==> src/rtl/pixel_sequencer.sv <==
// Acquisition/readout sequencer for the pixel control block: store window, reset
// pulses per event, then the memory-pointer clear/advance handshake for readout.
module pixel_sequencer #(
  parameter int INTEG_LEN = 75,
  parameter int NUM_MEM   = 4,
  parameter int SET_LEN   = 5,
  parameter int SET_GAP   = 10
) (
  input  logic       clk_i,
  input  logic       rst_i,
  input  logic       start_i,
  input  logic       stop_i,
  input  logic       trg_mode_i,
  input  logic       trg_det_i,
  input  logic [3:0] cfg_num_evt_i,
  input  logic       pix_reset_busy_i,
  input  logic       last_mem_i,
  output logic       pix_reset_o,
  output logic       pix_store_o,
  output logic       evt_num_end_o,
  output logic       mem_set_clr_o,
  output logic       mem_set_en_o,
  output logic [3:0] read_mem_o,
  output logic [3:0] evt_cnt_o,
  output logic       busy_o,
  output logic       seq_done_o
);
  localparam int CMAX = (INTEG_LEN > SET_GAP) ? ((INTEG_LEN > SET_LEN) ? INTEG_LEN : SET_LEN)
                                              : ((SET_GAP > SET_LEN) ? SET_GAP : SET_LEN);
  localparam int CW = $clog2(CMAX + 1);

  typedef enum logic [3:0] {
    S_IDLE, S_ARM, S_RST_PULSE, S_INTEG, S_FINAL,
    S_CLR_HI, S_CLR_GAP, S_SET_HI, S_SET_GAP, S_DONE
  } state_e;

  state_e        state_q, state_d;
  logic [CW-1:0] cnt_q, cnt_d;
  logic [3:0]    evt_q, evt_d, tgt_q, tgt_d, rep_q, rep_d;
  logic          mode_q, mode_d;
  logic          pix_reset_q, pix_reset_d, pix_store_q, pix_store_d;
  logic          evt_end_q, evt_end_d, clr_q, clr_d, en_q, en_d;
  logic          busy_q, busy_d, done_q, done_d;
  logic [3:0]    read_mem_q, read_mem_d;
  logic          rst_emitted, win_end;

  // A reset pulse (plain or final) is issued in the cycle after the state decides
  // to emit it; pix_reset_q high in that state means the pulse is already out.
  assign rst_emitted = pix_reset_q;
  assign win_end     = (cnt_q == CW'(INTEG_LEN - 1));

  always_comb begin
    state_d = state_q;
    cnt_d   = cnt_q;
    evt_d   = evt_q;
    tgt_d   = tgt_q;
    rep_d   = rep_q;
    mode_d  = mode_q;
    case (state_q)
      S_IDLE: if (start_i && !stop_i) begin
        state_d = S_ARM;
        evt_d   = '0;
        mode_d  = trg_mode_i;
        if (cfg_num_evt_i == 4'd0)                tgt_d = 4'd1;
        else if (cfg_num_evt_i > 4'(NUM_MEM))     tgt_d = 4'(NUM_MEM);
        else                                      tgt_d = cfg_num_evt_i;
      end
      S_ARM: state_d = stop_i ? S_FINAL : S_RST_PULSE;
      S_RST_PULSE: begin
        if (stop_i) state_d = S_FINAL;
        else if (rst_emitted) begin
          state_d = S_INTEG;
          cnt_d   = '0;
        end
      end
      S_INTEG: begin
        if (stop_i) state_d = S_FINAL;
        else if (mode_q ? trg_det_i : win_end) begin
          evt_d   = evt_q + 4'd1;
          state_d = (evt_q + 4'd1 == tgt_q) ? S_FINAL : S_RST_PULSE;
        end else if (win_end) state_d = S_RST_PULSE;
        else cnt_d = cnt_q + CW'(1);
      end
      S_FINAL: if (rst_emitted) begin
        state_d = (evt_q == 4'd0) ? S_DONE : S_CLR_HI;
        cnt_d   = '0;
        rep_d   = '0;
      end
      S_CLR_HI: begin
        if (cnt_q == CW'(SET_LEN - 1)) begin
          state_d = S_CLR_GAP;
          cnt_d   = '0;
        end else cnt_d = cnt_q + CW'(1);
      end
      S_CLR_GAP, S_SET_GAP: begin
        if (cnt_q == CW'(SET_GAP - 1)) begin
          cnt_d = '0;
          if (state_q == S_SET_GAP && (last_mem_i || rep_q == evt_q)) state_d = S_DONE;
          else begin
            state_d = S_SET_HI;
            rep_d   = rep_q + 4'd1;
          end
        end else cnt_d = cnt_q + CW'(1);
      end
      S_SET_HI: begin
        if (cnt_q == CW'(SET_LEN - 1)) begin
          state_d = S_SET_GAP;
          cnt_d   = '0;
        end else cnt_d = cnt_q + CW'(1);
      end
      S_DONE:  state_d = S_IDLE;
      default: state_d = S_IDLE;
    endcase
  end

  // Outputs are decoded from the next state so they register with the state change.
  always_comb begin
    pix_reset_d = ((state_d == S_RST_PULSE) || (state_d == S_FINAL)) && !pix_reset_busy_i
                  && !(state_q == state_d && rst_emitted);
    evt_end_d   = pix_reset_d && (state_d == S_FINAL);
    pix_store_d = (state_d == S_ARM) || (state_d == S_RST_PULSE) ||
                  (state_d == S_INTEG) || (state_d == S_FINAL);
    clr_d       = (state_d == S_CLR_HI);
    en_d        = (state_d == S_SET_HI);
    busy_d      = (state_d != S_IDLE);
    done_d      = (state_d == S_DONE);
    read_mem_d  = (state_d >= S_CLR_HI) ? evt_d : 4'd0;
  end

  always_ff @(posedge clk_i) begin
    if (rst_i) begin
      state_q     <= S_IDLE;
      cnt_q       <= '0;
      evt_q       <= '0;
      tgt_q       <= 4'd1;
      rep_q       <= '0;
      mode_q      <= 1'b0;
      pix_reset_q <= 1'b0;
      pix_store_q <= 1'b0;
      evt_end_q   <= 1'b0;
      clr_q       <= 1'b0;
      en_q        <= 1'b0;
      busy_q      <= 1'b0;
      done_q      <= 1'b0;
      read_mem_q  <= '0;
    end else begin
      state_q     <= state_d;
      cnt_q       <= cnt_d;
      evt_q       <= evt_d;
      tgt_q       <= tgt_d;
      rep_q       <= rep_d;
      mode_q      <= mode_d;
      pix_reset_q <= pix_reset_d;
      pix_store_q <= pix_store_d;
      evt_end_q   <= evt_end_d;
      clr_q       <= clr_d;
      en_q        <= en_d;
      busy_q      <= busy_d;
      done_q      <= done_d;
      read_mem_q  <= read_mem_d;
    end
  end

  assign pix_reset_o   = pix_reset_q;
  assign pix_store_o   = pix_store_q;
  assign evt_num_end_o = evt_end_q;
  assign mem_set_clr_o = clr_q;
  assign mem_set_en_o  = en_q;
  assign read_mem_o    = read_mem_q;
  assign evt_cnt_o     = evt_q;
  assign busy_o        = busy_q;
  assign seq_done_o    = done_q;
endmodule

==> config.mk <==
export PLATFORM = sky130hd
export DESIGN_NAME = pixel_sequencer
export DESIGN_NICKNAME = d
export VERILOG_FILES = /design/src/rtl/pixel_sequencer.sv
export SDC_FILE = /design/constraint.sdc
export NUM_CORES = 1
export LEC_CHECK = 0
export ABC_CLOCK_PERIOD_IN_PS = 2400
export CAP_MARGIN = 20
export CORE_UTILIZATION = 50
export DETAILED_ROUTE_END_ITERATION = 8
export PLACE_DENSITY_LB_ADDON = 0.3
export SLEW_MARGIN = 5
export SYNTH_ARGS = -nofsm -noshare
export SYNTH_HDL_FRONTEND = slang
export SYNTH_SLANG_ARGS = --single-unit
==> constraint.sdc <==
create_clock -name clk_i -period 2.4 [get_ports clk_i]
set_clock_uncertainty 0.2 [all_clocks]
set_input_delay 0.72 -clock clk_i [delete_from_list [all_inputs] [get_ports clk_i]]
set_output_delay 0.72 -clock clk_i [all_outputs]
set_load 0.01 [all_outputs]
# [After elaboration in Yosys (flattened, before gate mapping)]
# Cells that the tools add are included.
[totals] ff_bits=35 inputBits=12 output_inout_bits=15 wordCells=108
[op_classes] bitwise=1 n_addsub=3 n_eq_ne=28 reduce_logical=26 mux=34 magnitude_cmp=2
[op_table] operator="$mux 4" count=20
[op_table] operator="$mux 7" count=7
[op_table] operator="$pmux 7 s5" count=1
[op_table] operator="$pmux 4 s8" count=1
[op_table] operator="$eq 4x3->1 const B" count=7
[op_table] operator="$eq 4x2->1 const B" count=4
[op_table] operator="$pmux 4 s2" count=2
[op_table] operator="$ne 2x2->1 const B" count=7
[op_table] operator="$eq 4x4->1" count=3
[op_table] operator="$logic_not 4->1" count=3
[op_table] operator="$add 4x1->4 const B" count=2
[op_table] operator="$eq 4x1->1 const B" count=2
[op_table] operator="$eq 4x4->1 const B" count=2
[op_table] operator="$add 7x1->7 const B" count=1
[op_table] operator="$eq 7x3->1 const B" count=1
[op_table] operator="$eq 7x4->1 const B" count=1
[op_table] operator="$eq 7x7->1 const B" count=1
[op_table] operator="$logic_and 1x1->1" count=6
[op_table] operator="$mux 3" count=2
[op_table] operator="$reduce_or 2->1" count=3
[op_table] operator="$logic_or 1x1->1" count=5
[op_table] operator="$reduce_and 5->1" count=1
[op_table] operator="$reduce_bool 5->1" count=1
[op_table] operator="$ge 4x3->1 const B" count=1
[op_table] operator="8 further kinds" count=10

# [Logic depth before layout (Yosys ltp)]
# Gate-level depths: netlist (run 1).
[logic_depth] depth_word=11 mapped_depth=9

# [Worst setup path after synthesis (run 1)]
# No wires, ideal clock.
[synth_timing] kind="input to register" start="in stop_i" end="reg pix_store_q, in the netlist pix_store_o" arrival_time_ns=2.068 path_buffers=1 path_slack_ns=0.012 stages=6 path_cell_list="and4b_1 -> clkbuf_1 -> a311o_1 -> a211o_1 -> nor2_1 -> mux2_2"
[synth_via] elab_chain_cells=8
[synth_lines] element="from (decl)" line_no="12" source="input logic stop_i,"
[synth_lines] element="$logic_not 1->1" line_no="60" source="S_IDLE: if (start_i && !stop_i) begin"
[synth_lines] element="$logic_and 1x1->1" line_no="60"
[synth_lines] element="$mux 4" line_no="60"
[synth_lines] element="$pmux 4 s8 (*)" line_no="59" source="case (state_q)"
[synth_lines] element="$eq 4x1->1 / $eq 4x2->1 (equally long branches)" line_no="121" source="pix_store_d = (state_d == S_ARM) || (state_d == S_RST_PULSE) ||"
[synth_lines] element="$logic_or 1x1->1 (2 in a row)" line_no="121"
[synth_lines] element="$logic_or 1x1->1 (*)" line_no="122" source="(state_d == S_INTEG) || (state_d == S_FINAL);"
[synth_lines] element="to (signal assigned)" line_no="154" source="pix_store_q <= pix_store_d;"
[synth_lines] element="to (decl)" line_no="41" source="logic pix_reset_q, pix_reset_d, pix_store_q, pix_store_d;"
# Every way passes the cells marked *; elsewhere a longest branch is shown, timed or not.
# A chain may end at the register's enable or synchronous reset.

# [Final worst setup path (run 1)]
[layout_timing] start="in last_mem_i" end="reg read_mem_q[0], in the netlist read_mem_o[0]"
[layout_via] elab_chain_cells=8
[layout_lines] element="from (decl)" line_no="17" source="input logic last_mem_i,"
[layout_lines] element="$logic_or 1x1->1" line_no="98" source="if (state_q == S_SET_GAP && (last_mem_i || rep_q == evt_q)) state_d = S_DONE;"
[layout_lines] element="$logic_and 1x1->1" line_no="98"
[layout_lines] element="$mux 4" line_no="98"
[layout_lines] element="$mux 4" line_no="96" source="if (cnt_q == CW'(SET_GAP - 1)) begin"
[layout_lines] element="$pmux 4 s8" line_no="59"
[layout_lines] element="$ge 4x3->1" line_no="127" source="read_mem_d = (state_d >= S_CLR_HI) ? evt_d : 4'd0;"
[layout_lines] element="$not 1->1 (no source line)"
[layout_lines] element="$reduce_or 2->1 (no source line)"
[layout_lines] element="to (signal assigned)" line_no="160" source="read_mem_q <= read_mem_d;"
[layout_lines] element="to (decl)" line_no="44" source="logic [3:0] read_mem_q, read_mem_d;"
# No other way between the ends.

==> impl_metrics.tcl, run 1 <==
set metrics [dict create \
    synthAdderAreaFrac 0.0421 \
    clock_power_share 0.345 \
    worst_hold_slack_ns 0.264 \
    fin_ws_ns 0.0610 \
    num_rows 23 \
    p_int_uw 896 \
    cap_violations 0 \
    p_comb_frac 0.156 \
    core_sq_um 4000 \
    r2r_cells 6 \
    r2r_start "cnt_q[4]$_SDFFE_PP0P_" \
    hp-start "tgt_q[1]$_SDFFE_PP0P_" \
    synth_top_flop_cell "dfxtp_1" \
    worstMarginPinSlew_ns 0.445 \
    crit_fanout 5 \
    htreeDepth 2 \
    final_antenna_net_count 0 \
    synthToLayoutAreaGrowth_pct 35.0 \
    grt_pass1_vias 1711 \
    leakagePower_nw 1.05 \
    cp-start-kind "input pin" \
    insertion_delay_ns 0.29 \
    layout.nets 310 \
    yosysTopAreaCell "dfxtp_1" \
    grt_overflow 0 \
    hold-path-endpoint "tgt_q[1]$_SDFFE_PP0P_" \
    ff2ff_setup_slack_ns 0.08 \
    slew_viol_final 0 \
    routed_via_density 5.68 \
    synth-simple-area-share 0.288 \
    cts_made_buffers 5 \
    synth-edff-count 0 \
    clock_path_buffers 2 \
    first_iter_violations 95 \
    ys_ff_latch 35 \
    finalHoldViolCount 0 \
    die_w_um 66.5 \
    pin_count 27 \
    seq_power_share 0.499 \
    cts.clk_slew.worst_paths_ns 0.07 \
    ys_warn_count 0 \
    synth_area_leaders "dfxtp_1 (34%), ha_1 (4.2%), xnor2_1 (3.8%)" \
    hp-class "register to register" \
    grt_pass1_wl_um 7940 \
    yosys.cell_types.count 71 \
    post-route-period-util 0.975 \
    p_switching_uw 320 \
    max_freq_mhz 428 \
    status "completed" \
    synth_common_cells "dfxtp_1 (35), nor2_1 (18), nand2_1 (11)" \
    syn_area_sq_um 2080 \
    grt_max_degree 13 \
    cts_tree "done" \
    dieArea_sq_um 4420 \
    synth-compound-area-share 0.213 \
    async_flop_share 0 \
    synth_top_area_frac 0.337 \
    avgSynthCellArea_sq_um 9.08 \
    wirelength_um 4980 \
    r2r_end "pix_store_o$_SDFF_PP0_" \
    place_hpwl_um 3760 \
    pre_cts_ws_ns -0.469 \
    vias 1941 \
    fin_crit_ns 2.34 \
    fin_util 0.702 \
    hold_depth 2 \
    antenna_found_initial 0 \
    cts.sinks 35 \
    start_util 0.520 \
    hold_buffers 0 \
    drive_gt1_frac 0.281 \
    finalSetupViolCount 0 \
    end_kind "register" \
    synthXorXnorAreaFrac 0.0704 \
    synth_top_family_by_area "simple AND/OR/NAND/NOR gates" \
    synth_mux_area_frac 0.0102 \
    slew_headroom 0.702 \
    p_per_area_nw_per_um2 433 \
    yosys.cell_count.top_type "dfxtp_1" \
    drc 0 \
    numPortBuffers 26 \
    cts_root_buffer "clkbuf_8" \
    wl_per_cell_um 14.6 \
    required_ns 2.38 \
    arrival_ns 2.32 \
    grt_usage 0.241 \
    place.gp.congestion 0.908 \
    die-height_um 66.5 \
    path_class "input pin to register" \
    peakVddDrop_mv 0.339 \
    synth_nets 248 \
    swShare 0.263 \
    dr.pass1.iters 4 \
    syn-instance-count 229 \
    diodes 0 \
    ys_seq_area_frac 0.337 \
]
## area by class of cell
| cell class | instances | area [sq um] |
|---|---|---|
| multi-input combinational | 176 | 1370 |
| fill | 318 | 1190 |
| sequential | 35 | 702 |
| timing repair buffer | 64 | 549 |
| clock buffer | 6 | 72.6 |
| tap | 50 | 62.6 |
| inverter | 9 | 33.8 |
| clock inverter | 2 | 12.5 |
## routing by layer
layer | part of all wire | global-route usage
met2 | 0.47 | 0.383
met3 | 0.046 | 0.0548
met1 | 0.47 | 0.324
met4 | 0.012 | 0.0718
met5 | 0 | 0
## power by group through the flow
stage	registers [mW]	logic, mW	clock network, mW
global route	0.609	0.203	0.450
finish	0.607	0.189	0.419
detailed placement	0.620	0.176	0
CTS	0.607	0.177	0.423
global placement	0.620	0.173	0
floorplan	0.621	0.0945	0
## cell usage in the layout, fill, tap and decap left out, types with 3 or more instances in the layout
cell type and n:
nand3_1 7, xnor2_1 9, nand4b_1 3, clkbuf_8 5
buf_4 37, or3_1 6, nand2_1 11, a211oi_1 5
a21oi_2 4, nor3_1 4, and2_1 3, o2111ai_1 3
clkdlybuf4s50_1 23, nor3b_1 4, a21oi_1 8, dfxtp_1 34
ha_1 7, inv_1 7, nor2_1 17, nor2b_1 6
o21ai_1 3, xor2_1 5, o21ai_0 7, nand3b_1 3
## worst max-delay path, stage by stage
cell,delay [ns]
clkdlybuf4s50_1,0.41
a41oi_1,0.17
buf_4,0.17
o2111ai_1,0.20
a2111o_1,0.37
o22ai_4,0.20
nor3_1,0.08
## how the worst max path moves through the flow
stage                                       start                        to  slack, ns  cells past startpoint
after floorplan                            stop_i    pix_store_o$_SDFF_PP0_       0.01                      6
after global placement                     stop_i     cnt_q[6]$_SDFFE_PP0P_      -0.41                      8
after detailed placement                   stop_i     cnt_q[6]$_SDFFE_PP0P_      -0.47                      8
after CTS                   cnt_q[0]$_SDFFE_PP0P_    pix_store_o$_SDFF_PP0_      0.007                      8
after global routing      evt_cnt_o[0]$_SDFF_PP0_         busy_o$_SDFF_PP0_      -0.03                      8
final                                  last_mem_i  read_mem_o[0]$_SDFF_PP0_       0.06                      7
## sequential cells by signal, indices dropped and copies added, names as in the netlist
name           count
cnt_q              7
rep_q              4
mode_q             1
seq_done_o         1
read_mem_o         4
evt_num_end_o      1
evt_cnt_o          4
busy_o             1
pix_store_o        1
mem_set_clr_o      1
pix_reset_o        1
mem_set_en_o       1
state_q            4
tgt_q              4
## cell families after synthesis
kind of cell,Yosys count
AND/OR/NAND/NOR,95
AO/OA/AOI/OAI,57
flip-flops,35
buffers and inverters,18
XOR/XNOR,15
adder cells (fa/ha/maj),7
multiplexers,2
## timing repair
| item | 4_1_cts | 5_1_grt |
|---|---|---|
| gates resized for setup | 2 | 20 |
| setup buffers | 0 | 1 |
| pin swaps | 3 | 5 |
| endpoints found under the hold margin | 0 | 0 |
| endpoints found under the setup margin | 14 | 13 |
## per-stage QoR
stage	total power [mW]	TNS (ns)	instances	area (sq um)
2_1_floorplan	0.715	0	229	2080
3_3_place_gp	0.793	-6.31	333	2630
3_5_place_dp	0.796	-7.26	333	2630
4_1_cts	1.21	0	341	2720
5_1_grt	1.26	-0.0698	342	2810
6_report	1.22	0	342	2810
(Power assumes the default switching activity.)
==> inputs of run 2 (changes only) <==
--- a/config.mk
+++ b/config.mk
@@ -8,8 +8,9 @@
 export ABC_CLOCK_PERIOD_IN_PS = 2400
 export CAP_MARGIN = 20
 export CORE_UTILIZATION = 50
+export CTS_BUF_LIST = sky130_fd_sc_hd__clkbuf_8 sky130_fd_sc_hd__clkbuf_16
 export DETAILED_ROUTE_END_ITERATION = 8
-export PLACE_DENSITY_LB_ADDON = 0.3
+export PLACE_DENSITY_LB_ADDON = 0.1
 export SLEW_MARGIN = 5
 export SYNTH_ARGS = -nofsm -noshare
 export SYNTH_HDL_FRONTEND = slang
==> run 2 against run 1 <==
Net effect:
- first-iteration DRC count up 6.3%
- cell count up 0.29%
- non-clock buffer count up 1
- largest cell class unchanged
- via count up 1.5%
- core utilization up 1.3 points
==> impl_metrics.tcl, run 2 (synthesis results as in run 1) <==
set metrics [dict create \
    clock_path_buffers 2 \
    ff2ff_setup_slack_ns 0.07 \
    crit_chain "clkdlybuf4s15_1 -> nor3b_1 -> o211a_1 -> a311o_1 -> a211o_1 -> nor2_2 -> mux2_4" \
    mostFrequentLayoutCells "buf_4 (37), dfxtp_1 (32), clkdlybuf4s50_1 (24)" \
    r2r_cells 6 \
    hold-path-endpoint "tgt_q[1]$_SDFFE_PP0P_" \
    cts_tree "done" \
    drc 0 \
    p_total_mw 1.35 \
    cts_made_buffers 5 \
    status "completed" \
    dieArea_sq_um 4420 \
    fin_crit_ns 2.33 \
    crit_slowest_cell "a311o_1" \
    slew_headroom 0.713 \
    slew_viol_final 0 \
    finalSetupViolCount 0 \
    grt_usage 0.250 \
    r2r_start "cnt_q[4]$_SDFFE_PP0P_" \
    top_register "cnt_q" \
    grt_overflow 0 \
    dp.cells 333 \
    required_ns 2.39 \
    arrival_ns 2.32 \
    place.gp.congestion 0.877 \
    p_per_area_nw_per_um2 471 \
    grt_max_degree 29 \
    die-height_um 66.5 \
    hp-class "register to register" \
    place_hpwl_um 3700 \
    drive_gt1_frac 0.290 \
    multi_input_area_sq_um 1380 \
    crit_fanout 5 \
    htreeDepth 2 \
    r2r_end "pix_store_o$_SDFF_PP0_" \
    dr.pass1.iters 4 \
    antenna_found_initial 0 \
    grt_pass1_wl_um 8160 \
    hp-start "tgt_q[1]$_SDFFE_PP0P_" \
    num_rows 23 \
    cpPeakStageDelay_ns 0.35 \
    final_antenna_net_count 0 \
    regArea_sq_um 704 \
    max_freq_mhz 429 \
    end_kind "register" \
    cts.sinks 35 \
    leakagePower_nw 1.07 \
    numPortBuffers 26 \
    pre_cts_ws_ns -0.517 \
    worstMarginPinSlew_ns 0.428 \
    finalHoldViolCount 0 \
    start_util 0.520 \
    fillers 322 \
    first_iter_violations 101 \
    cts.clk_slew.worst_paths_ns 0.08 \
    fin_ws_ns 0.0672 \
    cp-start-kind "input pin" \
    layout.nets 311 \
    wirelength_um 5120 \
    vias 1971 \
    routed_via_density 5.75 \
    grt_pass1_vias 1802 \
    insertion_delay_ns 0.30 \
    final_common_cell "buf_4" \
    largest_reg_flops 7 \
    post-route-period-util 0.972 \
    diodes 0 \
    wl_per_cell_um 14.9 \
    hold_depth 2 \
    path_class "input pin to register" \
    final_cells 343 \
    cap_violations 0 \
    pin_count 27 \
    die_w_um 66.5 \
    core_sq_um 4000 \
    peakVddDrop_mv 0.529 \
    synthToLayoutAreaGrowth_pct 37.4 \
    cts_root_buffer "clkbuf_8" \
]
run 2: how the worst max path moves through the flow:
stage | from | end | slack (ns) | depth (start not counted)
floorplan | stop_i | pix_store_o$_SDFF_PP0_ | 0.01 | 6
global placement | stop_i | pix_store_o$_SDFF_PP0_ | -0.49 | 6
finish | stop_i | pix_store_o$_SDFF_PP0_ | 0.07 | 7
global route | trg_det_i | cnt_q[6]$_SDFFE_PP0P_ | -0.005 | 7
detailed placement | stop_i | pix_store_o$_SDFF_PP0_ | -0.52 | 6
CTS | stop_i | mem_set_en_o$_SDFF_PP0_ | 0.004 | 8
run 2: critical path: cells and delay by family:
kind / cells / cell delay [ns]
simple gates: 2 / 0.21
mux: 1 / 0.30
buf+inv: 1 / 0.24
compound gates: 3 / 0.85
run 2: per-stage QoR:
step           instance area, sq um   util  setup TNS, ns  hold WS [ns]
2_1_floorplan                  2080      -              0         0.244
3_3_place_gp                   2650  0.661          -7.69         0.257
3_5_place_dp                   2650  0.661          -8.29         0.258
4_1_cts                        2780  0.696              0         0.268
5_1_grt                        2860  0.714       -0.00479         0.301
6_report                       2860  0.714              0         0.265
run 2: repair_timing:
action,4_1_cts,5_1_grt
buffers inserted,2,0
resized for setup,5,18
hold buffers,0,0
endpoints found under the setup margin,12,13
pin swaps,3,5
run 2: metal layers:
metal | vias to the layer above | global-route usage | routed length, um
met2 | 53 | 0.402 | 2370
met4 | 0 | 0.0931 | 138
met3 | 16 | 0.0668 | 225
met1 | 931 | 0.318 | 2390
met5 | - | 0 | 0
li1 | 971 | - | -
run 2: cell type report:
type | count | area share
Multi-Input combinational cell | 176 | 0.482
Clock inverter | 3 | 0.0153
Tap cell | 50 | 0.0219
Inverter | 9 | 0.0118
Clock buffer | 5 | 0.0241
Sequential cell | 35 | 0.246
Timing Repair Buffer | 65 | 0.199
run 2: power breakdown:
part           switching, mW  internal [mW]
combinational         0.0937          0.107
clock                  0.230          0.309
sequential            0.0116          0.595
total                  0.336           1.01
==> RTL change, RTL diff (config.mk and constraints of run 1) <==
Make the reset (`rst_i`) asynchronous in one clocked block.
--- a/src/rtl/pixel_sequencer.sv
+++ b/src/rtl/pixel_sequencer.sv
@@ -127,7 +127,7 @@
     read_mem_d  = (state_d >= S_CLR_HI) ? evt_d : 4'd0;
   end
 
-  always_ff @(posedge clk_i) begin
+  always_ff @(posedge clk_i or posedge rst_i) begin
     if (rst_i) begin
       state_q     <= S_IDLE;
       cnt_q       <= '0;
Behaviour: differs if rst_i is asserted again (counterexample within 4 cycles, from zero or initial values and one cycle with rst_i high); with rst_i held inactive, the same outputs for 10 cycles.
==> RTL change against run 1 <==
  * The flow now finishes with violations (setup timing)
  * Setup slack lost 0.14 ns
  * Wire length increased by 7.5%
  * Non-clock buffer count is 23 higher
  * Sequential cell count stayed put
  * Area after synthesis up 0.60%
  * Count of clock-buffer cells in the layout fell by 1
  * Via count is 6.4% higher
  * Final area grew 8.2%
  * Fmax down 5.5%
  * Critical path type is now reg2reg
Power is not compared: it rests on default switching activity, and its combinational part moved more than twofold at a synthesized area within 25%.
==> RTL change: results (changes against run 1) <==
metric,value,unit,change
final setup margin,-0.0758,ns,-0.137 ns
vias in the first global route,1977,,+16%
reg2reg start,cnt_q[2],,
xor and xnor area share after synthesis,0.0484,,-0.0220
Synth Instances,229,,unchanged
Post-Place Cells,352,,+5.7%
1st-iter DRT viols,114,,+20%
status,"complete, but fails checks",,
DRT met1 WL,2.22,mm,-5.7%
Largest Register,cnt_q,,
area share of fa/ha/maj cells after synthesis,0.0419,,-0.000252
"Seq/Total Area, Yosys",0.419,,+0.0823
Synth area leaders,"dfrtp_1 41%, o21ai_0 5.5%, nand2_1 4.3%",,
cells on worst reg2reg path,7,,+1
"Cell Count, Final, Fillers Out",368,,+7.6%
unique cell type count in the Yosys netlist,46,,-35%
DR vias/cell,5.61,,-1.1%
Overall Global Routing Usage,0.265,,+0.0242
slowest CP cell,or4b_4,,
Met2 Routed Length,2.71,mm,+16%
pin count of the biggest net entering global routing,36,,+23
crit-path max cell delay,0.56,ns,+0.15 ns
Routability Congestion,0.931,,+2.6%
Post-Route Setup TNS,-0.407,ns,-0.407 ns
Final Hold Slack,0.291,ns,+0.0273 ns
violated checks,setup timing,,
post-synthesis mux area share,0.0108,,+0.000537
startpoint types,register,,
setup violators final,8,,+8
share of layout cells above drive strength 1,0.302,,+0.0211
slew margin rel.,0.618,,-0.0843
Async SR Flop Fraction,1.00,,+1.00
reg2reg end,read_mem_o[2],,
worst hold path endpoint,tgt_q[0],,
Hold Crit Start,tgt_q[0],,
Die Area,4450,um2,+0.59%
Final HPWL DP,3.87,mm,+2.9%
Routed WL,5.36,mm,+7.5%
wire length of the first global-routing pass,8.76,mm,+10%
met3 WL,296,um,+28%
nets,336,,+8.4%
Critical Path AT,2.46,ns,+0.14 ns
-- RTL change: logic make-up (layout without fill, tap and decap cells) --
kind of cell	after synthesis	count (layout)
AND/OR/NAND/NOR	93	93
AO/OA/AOI/OAI	63	63
flip-flops	35	35
buffers and inverters	19	108
XOR/XNOR	10	10
adder cells (fa/ha/maj)	7	7
multiplexers	2	2
-- RTL change: layout make-up --
type / instances / area (um2)
well taps: 50 / 62.6
multi-input cells: 175 / 1200
repair buffers: 87 / 732
clock inverters: 3 / 47.5
fillers: 264 / 965
clock buffers: 5 / 68.8
inverters: 13 / 48.8
flip-flops and latches: 35 / 877
-- RTL change: critical path, delay by kind of cell (launching register included) --
| family | cells | cell delay, ns |
|---|---|---|
| flops | 1 | 0.38 |
| compound gates | 4 | 0.87 |
| buf+inv | 1 | 0.12 |
| simple gates | 2 | 0.79 |
-- RTL change: stage by stage --
step	worst slack [ns]	util	total power [mW]	area (um2)
floorplan	-0.0981	-	1.58	2100
global placement	-0.397	0.702	2.12	2810
detailed placement	-0.487	0.702	2.16	2810
CTS	-0.0410	0.742	2.78	2970
global route	-0.156	0.759	3.10	3040
finish	-0.0758	0.759	2.92	3040
-- RTL change: repair_timing --
| action | 4_1_cts | 5_1_grt |
|---|---|---|
| gates resized for setup | 9 | 10 |
| setup buffers | 3 | 5 |
| pin swaps | 4 | 4 |
| setup endpoints to repair | 15 | 12 |
-- RTL change: power by group --
part | internal (mW) | total [mW] | switching (mW)
clock | 0.315 | 0.551 | 0.236
sequential | 0.721 | 0.823 | 0.102
combinational | 0.798 | 1.55 | 0.747
total | 1.83 | 2.92 | 1.09
-- RTL change: routing by layer --
metal	up-vias	track usage
met5	-	0
met4	0	0.106
met3	15	0.0771
met2	54	0.449
met1	999	0.312
li1	998	-
